### src/rtl/countdown_6_pkg.sv
// rtl/countdown_6_pkg.sv - shared control constants for the multi-cycle units
package countdown_6_pkg;

  localparam int COUNT_WIDTH = 6;

  typedef enum logic {
    ST_IDLE = 1'b0,
    ST_RUN  = 1'b1
  } run_state_t;

endpackage

### src/rtl/countdown_6_if.sv
// rtl/countdown_6_if.sv - iteration-count interface between controller and counter
interface countdown_6_if import countdown_6_pkg::*; #(
  parameter int WIDTH = COUNT_WIDTH
);

  logic             load;
  logic [WIDTH-1:0] load_value;
  logic             enable;
  logic             abort;
  logic [WIDTH-1:0] count;
  logic             busy;
  logic             done;
  logic             zero;

  modport master (
    output load, load_value, enable, abort,
    input  count, busy, done, zero
  );

  modport slave (
    input  load, load_value, enable, abort,
    output count, busy, done, zero
  );

endinterface

### src/rtl/countdown_6_tff_sync.sv
// rtl/countdown_6_tff_sync.sv - T flip-flop with synchronous active-high reset
module tff_sync (
  input  logic clk,
  input  logic reset,
  input  logic t,
  output logic q
);

  // Toggle on t, clear on reset.
  always_ff @(posedge clk) begin
    if (reset) begin
      q <= 1'b0;
    end else if (t) begin
      q <= ~q;
    end
  end

endmodule

### src/rtl/countdown_6.sv
// rtl/countdown_6.sv - loadable down counter with busy/done handshake
module countdown_6 import countdown_6_pkg::*; #(
  parameter int WIDTH = COUNT_WIDTH
) (
  input  logic          clk,
  input  logic          reset,
  countdown_6_if.slave  bus
);

  run_state_t       state;
  logic             done_q;
  logic [WIDTH-1:0] count_q;
  logic [WIDTH-1:0] toggle;
  logic             borrow;

  // Select per-bit toggles: abort clears, load steers to load_value, run walks the borrow chain.
  always_comb begin
    toggle = '0;
    borrow = 1'b1;
    if (bus.abort) begin
      toggle = count_q;
    end else if (bus.load) begin
      toggle = count_q ^ bus.load_value;
    end else if (state == ST_RUN && bus.enable) begin
      for (int i = 0; i < WIDTH; i++) begin
        toggle[i] = borrow;
        borrow    = borrow & ~count_q[i];
      end
    end
  end

  genvar gi;
  generate
    for (gi = 0; gi < WIDTH; gi++) begin : g_bit
      tff_sync u_tff (
        .clk   (clk),
        .reset (reset),
        .t     (toggle[gi]),
        .q     (count_q[gi])
      );
    end
  endgenerate

  // Run/idle control and the one-cycle done pulse; count==1 under enable is the last step.
  always_ff @(posedge clk) begin
    if (reset) begin
      state  <= ST_IDLE;
      done_q <= 1'b0;
    end else if (bus.abort) begin
      state  <= ST_IDLE;
      done_q <= 1'b0;
    end else if (bus.load) begin
      if (bus.load_value != '0) begin
        state  <= ST_RUN;
        done_q <= 1'b0;
      end else begin
        state  <= ST_IDLE;
        done_q <= 1'b1;
      end
    end else if (state == ST_RUN && bus.enable && count_q == WIDTH'(1)) begin
      state  <= ST_IDLE;
      done_q <= 1'b1;
    end else begin
      done_q <= 1'b0;
    end
  end

  assign bus.count = count_q;
  assign bus.busy  = (state == ST_RUN);
  assign bus.done  = done_q;
  assign bus.zero  = (count_q == '0);

endmodule
### src/flat_wrapper.sv
// flat-port wrapper written by rule: the top's interface ports become plain ports
module countdown_6_flat import countdown_6_pkg::*;
#(
  parameter int WIDTH = COUNT_WIDTH
)
  (clk, reset, bus_load, bus_load_value, bus_enable, bus_abort, bus_count, bus_busy, bus_done, bus_zero);
  countdown_6_if #(.WIDTH(WIDTH)) bus_i ();
  input  logic clk;
  input  logic reset;
  input wire logic [$bits(bus_i.load)-1:0] bus_load;
  input wire logic [$bits(bus_i.load_value)-1:0] bus_load_value;
  input wire logic [$bits(bus_i.enable)-1:0] bus_enable;
  input wire logic [$bits(bus_i.abort)-1:0] bus_abort;
  output wire logic [$bits(bus_i.count)-1:0] bus_count;
  output wire logic [$bits(bus_i.busy)-1:0] bus_busy;
  output wire logic [$bits(bus_i.done)-1:0] bus_done;
  output wire logic [$bits(bus_i.zero)-1:0] bus_zero;
  assign bus_i.load = bus_load;
  assign bus_i.load_value = bus_load_value;
  assign bus_i.enable = bus_enable;
  assign bus_i.abort = bus_abort;
  assign bus_count = bus_i.count;
  assign bus_busy = bus_i.busy;
  assign bus_done = bus_i.done;
  assign bus_zero = bus_i.zero;
  countdown_6 #(.WIDTH(WIDTH)) u_core (.clk(clk), .reset(reset), .bus(bus_i));
endmodule
### config.mk
export PLATFORM = sky130hd
export DESIGN_NAME = countdown_6_flat
export DESIGN_NICKNAME = d
export VERILOG_FILES = /design/src/rtl/countdown_6_pkg.sv /design/src/rtl/countdown_6_if.sv /design/src/rtl/countdown_6_tff_sync.sv /design/src/rtl/countdown_6.sv /design/src/flat_wrapper.sv
export SDC_FILE = /design/constraint.sdc
export NUM_CORES = 1
export LEC_CHECK = 0
export ABC_AREA = 1
export CORE_AREA = 2 2 39 41
export CTS_CLUSTER_SIZE = 10
export DETAILED_ROUTE_END_ITERATION = 10
export DIE_AREA = 0 0 41 43
export HOLD_SLACK_MARGIN = 0.1
export PLACE_DENSITY = 0.73
export SLEW_MARGIN = 10
export SYNTH_ARGS = -nofsm -noshare
export SYNTH_HDL_FRONTEND = slang
export SYNTH_SLANG_ARGS = --single-unit
export TNS_END_PERCENT = 10
### constraint.sdc
create_clock -name clk -period 1.3 [get_ports clk]
set_clock_uncertainty 0.05 [all_clocks]
set_input_delay 0.39 -clock clk [delete_from_list [all_inputs] [get_ports clk]]
set_output_delay 0.39 -clock clk [all_outputs]
set_load 0.02 [all_outputs]
### Yosys cells after proc, flatten, opt, wreduce, memory -nomap -nowiden

Index checks and enable logic that the tools add are counted.

* flip-flop bits (word level): 8
* output and inout port bits: 9
* word-level logic and storage cells: 35

* equality and inequality tests: 1
* multiplexer cells: 9
* bitwise logic cells: 11
* reductions and logical operators: 6

Operators with widths (number)
* 6-bit 2-to-1 mux: 3
* 6-bit by 1-bit equality test with 1-bit output (second input constant): 1
* 6-bit logical NOT: 1
* 1-bit 2-to-1 mux: 6
* 1-bit inverter: 6
* 6-bit nonzero test: 1
* 6-bit bitwise XOR: 1
* 1-bit AND: 4
* 1-bit logical AND: 2
* 2-bit nonzero test: 1
* 2-bit OR reduction: 1

### Longest topological paths before layout

Gate-level depths: netlist of the first run.

* depth after elaboration: 8
* mapped depth: 7

### Modules after synthesis

Synthesis of the first run repeated with hierarchy kept, for this count alone.

* cells, all modules: 102
* area total of the unflattened synthesis: 575.6 um2

By module, submodules not included
* countdown_6: times used 1, cells each 66, area each 342.8 um2, sequential area each 40.0 um2
* tff_sync: times used 6, cells each 6, area each 38.8 um2, sequential area each 20.0 um2

### Worst setup path before layout of the first run

OpenSTA, ideal clock, no wires.

* path kind: register to output
* start point: reg u_core.g_bit[3].u_tff.q
* end point: out bus_zero
* arrival: 1211 ps
* data required time: 860 ps
* path slack: -351 ps
* stages on the path, launching flop included: 4
* path buffers: 0
* path through: dfxtp_1 -> nor2_1 -> nand2_4 -> nor4_1

* word-level cells in the longest chain between the ends: 1

RTL lines
* start, declared: RTL line countdown_6_tff_sync.sv:6 `output logic q`
* start signal, assigned: RTL line countdown_6_tff_sync.sv:14 `q <= ~q;`
* 6-bit logical NOT: RTL line countdown_6.sv:71 `assign bus.zero = (count_q == '0);`
* end, declared: RTL line flat_wrapper.sv:17 `output wire logic [$bits(bus_i.zero)-1:0] bus_zero;`

Every way passes these cells.

### Final worst setup path of the first run

Ends and elaborated chain as after synthesis.

==> results list, run 1 <==
- Number of setup violations in the final report: 3
* Vertical die dimension: 43 um
- For this run, the number of Yosys warnings is 0.
- Global-route congestion overflow total: 0
- Top cells by area, synth: dfxtp_1 (31%), buf_4 (8.6%), a21oi_1 (7.7%)
* Synth Cell Area: 523 sq um
* Final WL: 1320 um
* # placed instances: 113
* Outcome: complete, but fails checks
* Die Outline Area: 1760 sq um
* Unrepaired setup endpoints after global routing: yes
* Critical Path Fanout Max: 2
* Min cycle time layout: 1.50 ns
- The number of nets handed over by synthesis was 84.
* Crit path required time: 0.86 ns
- Number of hold buffers added after cts: 0
- Detailed routing placed a total of 67 um of wire on met3.
- Total design power: 0.000670 W
- The clock reaches the later pin of the worst-skew pair after 0.26 ns.
- Total number of clock tree sinks: 8
- Max Cap Violations: 0
- Fill cells in the final layout number 125.
- Worst hold-check path type: register to register
* 1st-pass router iterations: 4
- During I/O placement, the number of pins put on the boundary was 20.
- At the worst endpoint, the arrival time is 1.06 ns.
- Synthesis handed over a netlist of 73 instances.
- For this block, wires on met1 add up to 557 um.
- The initial utilization of the core area, before any placement, comes to 37.8%.
- CTS placed an instance of clkbuf_4 at the clock tree root.
* Static leakage power: 0.389 nW
* Area of the core: 1380 sq um
* Routed length on met2: 648 um
- VDD IR max: 0.638 mV
- Area after DPL: 782 sq um
- After floorplanning, the core was divided into 14 placement rows.
- Drt via density: 4.73
- Vias after detailed routing: 553
* Top routing layer in use: met4
* Net count reported at finish: 114
- Crit path largest cell delay: 0.33 ns
- The detail route stage leaves a number of antenna-violating nets equal to 0.
- Post-layout instance count excluding filler cells: 117
* Period utilization: 116%
* RePlAce Congestion: 0.811
* Worst slew margin relative to its limit: 83.8%
- Counting flops and latches in the post-synthesis netlist gives 8.
- The initial antenna violation count is 0.
- Count of buffers from port buffering: 19
* Dpl hpwl: 1050 um
* Total area of sequential cells: 168 sq um
- Fraction of final layout cells sized beyond drive strength 1: 43.6%
- Deepest clock path buffer count: 2
- Cells along the critical path: nor2_4 -> nand2_4 -> nor4_4 -> buf_4
- Violations in the final reports: setup timing
* Wire length per cell after detailed routing: 11.3 um
- The synthesized design spends more area on one cell type than any other, namely dfxtp_1.
- Leaving out fill and tap cells, the most frequent cell in the layout is buf_6.
- The worst setup path is of the register to primary output kind.
* Maximum frequency from static timing analysis: 665 MHz
- ANT cells: 0
- The area growth from synthesis to layout is 61.7%.
* Tightest hold margin: 0.565 ns
* Slowest-stage cell, CP: dfxtp_2
* Clk slew on worst S/H paths: 0.05 ns
* Startpoint Class: register
- After detailed routing, the number of remaining DRC violations is 0.
- Final cell area excluding filler cells: 846 sq um
- The first global-routing pass estimated 2070 um of wire.
- Sum of negative setup slack: -0.229 ns
- CTS tree: done
- Summing all multi-input logic gate instances after layout gives 292 sq um.
* Overall die width: 41 um
- STA classifies the critical path endpoint as a primary output.
* Number of max-slew violations in the final report: 0
- In this run, CTS created clock tree buffers numbering 3.
- Cell area power density: 792 nW/um^2
- The library cells used most frequently in the layout, excluding fill and tap cells, are buf_6 (11), nand2_1 (10), nor2_1 (9), clkdlybuf4s50_1 (9), buf_4 (9).
- Area share of the largest cell type after synthesis: 30.6%
* Average cell area after synthesis: 7.16 sq um
- Number of global-route vias before repair: 516
- Across all setup checks in the final design, the least slack found is -0.205 ns.
* Actual slew at the worst max-slew pin: 0.243 ns
- Global routing used 17.6% of the available tracks.
* Hold violation count in the final report: 0
- Part of the Yosys area used for sequential elements: 30.6%
* Unique masters post-synth: 20
- Entering global routing, the biggest net connects 10 pins.
- CTS built an H-tree with a depth of 1.
- Starting DRC count in detailed routing: 13
## cells in the mapped netlist
cell type	number
nand2_1	10
nor2_1	10
a21oi_1	8
dfxtp_1	8
inv_1	8
buf_4	6
nand3_1	3
a21oi_2	2
inv_2	2
nand2_2	2
nand2_4	2
nand4_1	2
o21ai_0	2
o21ai_1	2
buf_6	1
nor2_4	1
nor2_8	1
nor4_1	1
o211ai_1	1
xor2_1	1
## path summary, 6_finish.rpt
kind / endpoint / slack, ns / cells past startpoint / from
worst max register to register: u_core.g_bit[5].u_tff.q$_SDFFE_PP0P_ / 0.07 / 8 / u_core.g_bit[3].u_tff.q$_SDFFE_PP0P_
worst min register to register: u_core.g_bit[2].u_tff.q$_SDFFE_PP0P_ / 0.56 / 3 / u_core.g_bit[2].u_tff.q$_SDFFE_PP0P_
worst max-delay path: bus_zero / -0.20 / 4 / u_core.g_bit[3].u_tff.q$_SDFFE_PP0P_
worst min-delay path: u_core.g_bit[2].u_tff.q$_SDFFE_PP0P_ / 0.56 / 3 / u_core.g_bit[2].u_tff.q$_SDFFE_PP0P_
## where the power goes
group          switching, W  internal [W]
Combinational     0.0000975      0.000108
Clock             0.0000906      0.000106
Sequential        0.0000102      0.000258
## flip-flops by register name, summed over array words and instances, names as in the netlist
signal / cells
u_core.g_bit.u_tff.q: 6
u_core.bus.busy: 1
u_core.bus.done: 1
## per-stage QoR
stage                     setup slack (ns)  utilization [%]
after floorplan                    0.00434                -
after global placement              -0.429             56.5
after detailed placement            -0.444             56.5
after CTS                           -0.202             60.7
after global routing                -0.255             61.1
final                               -0.205             61.1
## per-layer routing
metal | track usage (%) | vias to the layer above
li1 | - | 289
met1 | 22.5 | 242
met2 | 25.6 | 17
met3 | 3.14 | 5
met4 | 12.0 | 0
met5 | 0 | -
## layout make-up
cell class / count / area share (%)
tap: 16 / 2.37
sequential: 8 / 19.8
multi-input combinational: 48 / 34.5
inverter: 10 / 4.44
timing repair buffer: 32 / 36.2
clock buffer: 3 / 2.66
## repair_timing
item / CTS / global route
gates resized for setup: 55 / 8
setup endpoints to repair: 14 / 12
pin swaps: 1 / 2
setup buffers: 1 / 0
hold endpoints to repair: 0 / 0
## logic make-up (layout without fill, tap and decap cells)
kind of cell / count (synthesis) / count (layout) / share of synthesized area [%]
AOI/OAI and AO/OA: 15 / 15 / 16.3
DFF: 8 / 8 / 30.6
xor gates and xnor gates: 1 / 1 / 1.67
buffers and inverters: 17 / 45 / 17.9
and+or+nand+nor: 32 / 32 / 33.5
## worst max-delay path: cells and delay by family, from the launching register on
family | cells | cell delay, ns
buffers and inverters | 1 | 0.17
DFF | 1 | 0.33
and+or+nand+nor | 3 | 0.29
Note: power is estimated with default switching activity, not from simulation.
==> run 2, diff against run 1 <==
Settings changed: ABC_AREA 1 to unset, PLACE_DENSITY 0.73 to 0.66.
==> run 2 against run 1 <==
Compared with the run above:
- the run still ends with setup timing left
- critical endpoint unchanged
- clock power fell by 2%
- highest routed layer unchanged
- largest cell class unchanged
- setup slack got worse by 0.32 ns
- area after synthesis fell by 16%
- largest power group unchanged
==> results list, run 2 <==
- The cell depth of the worst flop-to-flop path is 4 (-4).
* Reg-to-reg setup timing slack: -0.45 ns (-0.52 ns)
- The wire length of the first global-routing pass came to 1860 um (-10%).
* Kind of capture point of the worst setup path: primary output
- The worst hold path belongs to the class register to register.
- The cell count after synthesis came to 54 (-26%).
- The number of CTS-inserted buffers was 3 (unchanged).
- Post-layout worst setup margin: -0.522 ns (-0.317 ns)
- The worst-case clock buffer depth was 2 (unchanged).
- The most critical setup path has its startpoint at u_core.g_bit[4].u_tff.q$_SDFFE_PP0P_.
- The number of warning messages in the yosys log came to 0 (unchanged).
* Hold violation count in the final report: 0 (unchanged)
* Total number of clock tree sinks: 8 (unchanged)
- Proportion of synthesized area in mux cells: 0% (unchanged)
- Die Outline Area: 1760 sq um (unchanged)
- The post-route cell area is 741 sq um (-12%).
- Flip-flop count of the largest register after layout: 6 (unchanged)
- Compared with the post-synthesis result, the final layout area differs by 67.7%.
* Parity-gate share of the synthesized area counting xor and xnor cells: 1.98% (+0.31 points)
- The fraction of the mapped netlist area in adder cells was 0% (unchanged).
* Number of setup violations in the final report: 7 (+4)
* Insertion delay to the later sink of the worst-skew pair: 0.25 ns (about the same)
- The count of pins over their slew limit came to 0 (unchanged).
- The sequential share of power was 42.1% (+2.1 points).
* Vias after detailed routing: 515 (-6.9%)
- Relative contribution of combinational cells to total power: 27.4% (-3.3 points)
- The ratio of final minimum period to clock period is 140% (+24 points).
- The checks that failed: setup timing.
* Maximum level of the CTS H-tree: 1 (unchanged)
- The post-CTS clock slew at the launch and capture registers of the worst setup and hold paths came to 0.05 ns (about the same).
- The via count of the first global-routing pass came to 425 (-18%).
* Critical Path Fanout Max: 2 (unchanged)
- The area fraction in compound gates after synthesis is 27.2% (+11 points).
* Number of design rule violations left after detail routing: 0 (unchanged)
- Initial antenna violation count: 0 (unchanged)
- The final critical delay including setup and external delays was 1.82 ns (+0.317 ns).
* Actual slew at the worst max-slew pin: 0.403 ns (+0.159 ns)
- Worst slew margin relative to its limit: 72.8% (-11 points)
- Of all cell types, the one taking the most synthesized area is dfxtp_1.
* Wire length per cell after detailed routing: 12.7 um (+12%)
- Crit path required time: 0.86 ns (about the same)
- Most frequent standard cell in the layout excluding fill and tap cells: clkdlybuf4s50_1
- Fraction of final layout cells sized beyond drive strength 1: 48.1% (+4.5 points)
* Synth cell count leaders: dfxtp_1 (8), o21ai_0 (8), buf_4 (6)
* Multi-input logic area: 260 sq um (-11%)
- Total nets after synthesis: 65 (-23%)
* Most instantiated flip-flop cell in the synthesis netlist: dfxtp_1
- The switching power was 0.000176 W (-11%).
- RePlAce Congestion: 0.732 (-9.7%)
- Area after DPL: 689 sq um (-12%)
* Static leakage power: 0.289 nW (-26%)
- The power per standard cell area is 856 nW/um^2 (+8.0%).
- The number of flops mapped to enable cells by yosys came to 0 (unchanged).
- The DRC violation total after the first TritonRoute iteration came to 7 (-6).
- Pint: 0.000458 W (-2.9%)
- Kind of critical path: register to primary output
- The number of fillers in the final layout was 136 (+8.8%).
- Initial core utilization: 31.9% (-5.9 points)
* Part of the Yosys area used for sequential elements: 36.3% (+5.6 points)
- Capturing element of the worst setup path: bus_zero
- The proportion of netlist area held by the largest area contributor came to 36.3% (+5.6 points).
- The worst hold slack is 0.472 ns (-0.0926 ns).
* Outcome: complete, but fails checks
* Unique masters post-synth: 24 (+20%)
* Number of primary I/O pins: 20 (unchanged)
- The largest net degree at the start of global routing was 13 (+3).
- Hold-critical path depth: 2 (-1)
- Unrepaired setup endpoints after global routing: yes
* Row count: 14 (unchanged)
- After synthesis, the largest family of logic cells by area is compound AO/OA/AOI/OAI gates.
* Yosys reg bits: 8 (unchanged)
- The area of the placeable core was 1380 sq um (unchanged).
- Global-route congestion overflow total: 0 (unchanged)
- Vertical die dimension: 43 um (unchanged)
- Net count reported at finish: 92 (-19%)
- In this run the clock root is driven by a clkbuf_4.
- Register with the most flip-flops: u_core.g_bit.u_tff.q
* Switching share of power: 27.8% (-1.8 points)
- The fraction of the mapped netlist area in simple logic gates came to 22.7% (-11 points).
- The number of search-and-repair iterations in the first detailed-routing pass came to 4 (unchanged).
* Remaining antenna violation count: 0 (unchanged)
* Async S/R FF share, synth: 0% (unchanged)
- Final WL: 1200 um (-8.9%)
* Maximum frequency from static timing analysis: 549 MHz (-17%)
* Gr usage total: 15.8% (-1.8 points)
- VDD IR max: 0.408 mV (-36%)
* ANT cells: 0 (unchanged)
* Reg2Reg Capture Point: u_core.bus.done$_SDFF_PP0_
- Endpoint arrival time on the critical path: 1.38 ns (+0.32 ns)
- Drt via density: 5.42 (+15%)
* Count of buffers from port buffering: 19 (unchanged)
- Max Cap Violations: 0 (unchanged)
- Synth Cell Area: 442 sq um (-16%)
* Overall die width: 41 um (unchanged)
* Top cells by area, synth: dfxtp_1 (36%), buf_4 (10%), o21ai_0 (9.1%)
* CTS tree: done
- Reg-to-Reg Start: u_core.g_bit[4].u_tff.q$_SDFFE_PP0P_
- The synthesized area divided by synthesized cell count came to 8.18 sq um (+14%).
- Total area of sequential cells: 170 sq um (+1.5%)
- Startpoint Class: register
- The relative contribution of the clock network to total power came to 30.5% (+1.2 points).
- The final core utilization came to 53.5% (-7.6 points).
- Commonest non-fill, non-tap cells in the layout: clkdlybuf4s50_1 (9), o21ai_0 (8), buf_6 (8), buf_4 (8), dfxtp_2 (5)
run 2: worst max-delay path, cell delays in order (launching register included):
cell and delay (ns):
dfxtp_2 0.32, or4_4 0.54, nor3_4 0.13, buf_6 0.14
run 2: cells by family after synthesis:
family,Yosys count
xor gates and xnor gates,1
DFF,8
and+or+nand+nor,17
AOI/OAI and AO/OA,20
buffers and inverters,8
run 2: timing repair:
item | CTS | global route
cloned | 0 | 0
endpoints found under the setup margin | 16 | 16
hold buffers | 0 | 0
buffers inserted | 0 | 0
resized for setup | 46 | 16
pin swaps | 4 | 1
run 2: metal layers:
metal  up-vias  GRT usage (%)  share of wire (%)  wire length (um)
li1        252              -                  -                 -
met1       246           21.0                 43               518
met2        15           23.1                 51               617
met3         2           4.71                4.7                56
met4         0           6.00               0.83                10
met5         -              0                  0                 0
run 2: layout make-up:
| cell class | count | area share (%) |
|---|---|---|
| inverter | 1 | 0.507 |
| timing repair buffer | 29 | 35.6 |
| tap | 16 | 2.70 |
| clock buffer | 3 | 3.04 |
| sequential | 8 | 23.0 |
| multi-input combinational | 38 | 35.1 |
run 2: per-stage QoR:
stage / setup WS [ns] / total power, W / cells / setup TNS [ns]
floorplan: -0.284 / 0.000350 / 54 / -1.35
global placement: -0.704 / 0.000432 / 92 / -5.10
detailed placement: -0.717 / 0.000435 / 92 / -5.32
CTS: -0.521 / 0.000624 / 95 / -1.97
global route: -0.561 / 0.000669 / 95 / -2.22
finish: -0.522 / 0.000634 / 95 / -1.87
run 2: how the worst min path moves through the flow:
stage                                         start                                   end
3_3_place_gp   u_core.g_bit[0].u_tff.q$_SDFFE_PP0P_  u_core.g_bit[0].u_tff.q$_SDFFE_PP0P_
6_report               u_core.bus.busy$_SDFFE_PP0P_          u_core.bus.busy$_SDFFE_PP0P_
2_1_floorplan  u_core.g_bit[4].u_tff.q$_SDFFE_PP0P_  u_core.g_bit[4].u_tff.q$_SDFFE_PP0P_
5_1_grt                u_core.bus.busy$_SDFFE_PP0P_          u_core.bus.busy$_SDFFE_PP0P_
4_1_cts                u_core.bus.busy$_SDFFE_PP0P_          u_core.bus.busy$_SDFFE_PP0P_
3_5_place_dp   u_core.g_bit[0].u_tff.q$_SDFFE_PP0P_  u_core.g_bit[0].u_tff.q$_SDFFE_PP0P_
run 2: power by group through the flow:
stage	Clock, W	Sequential, W	Combinational (W)
after floorplan	0	0.000274	0.0000761
after global routing	0.000214	0.000268	0.000186
after detailed placement	0	0.000270	0.000165
after global placement	0	0.000270	0.000163
final	0.000193	0.000267	0.000174
after CTS	0.000195	0.000265	0.000164
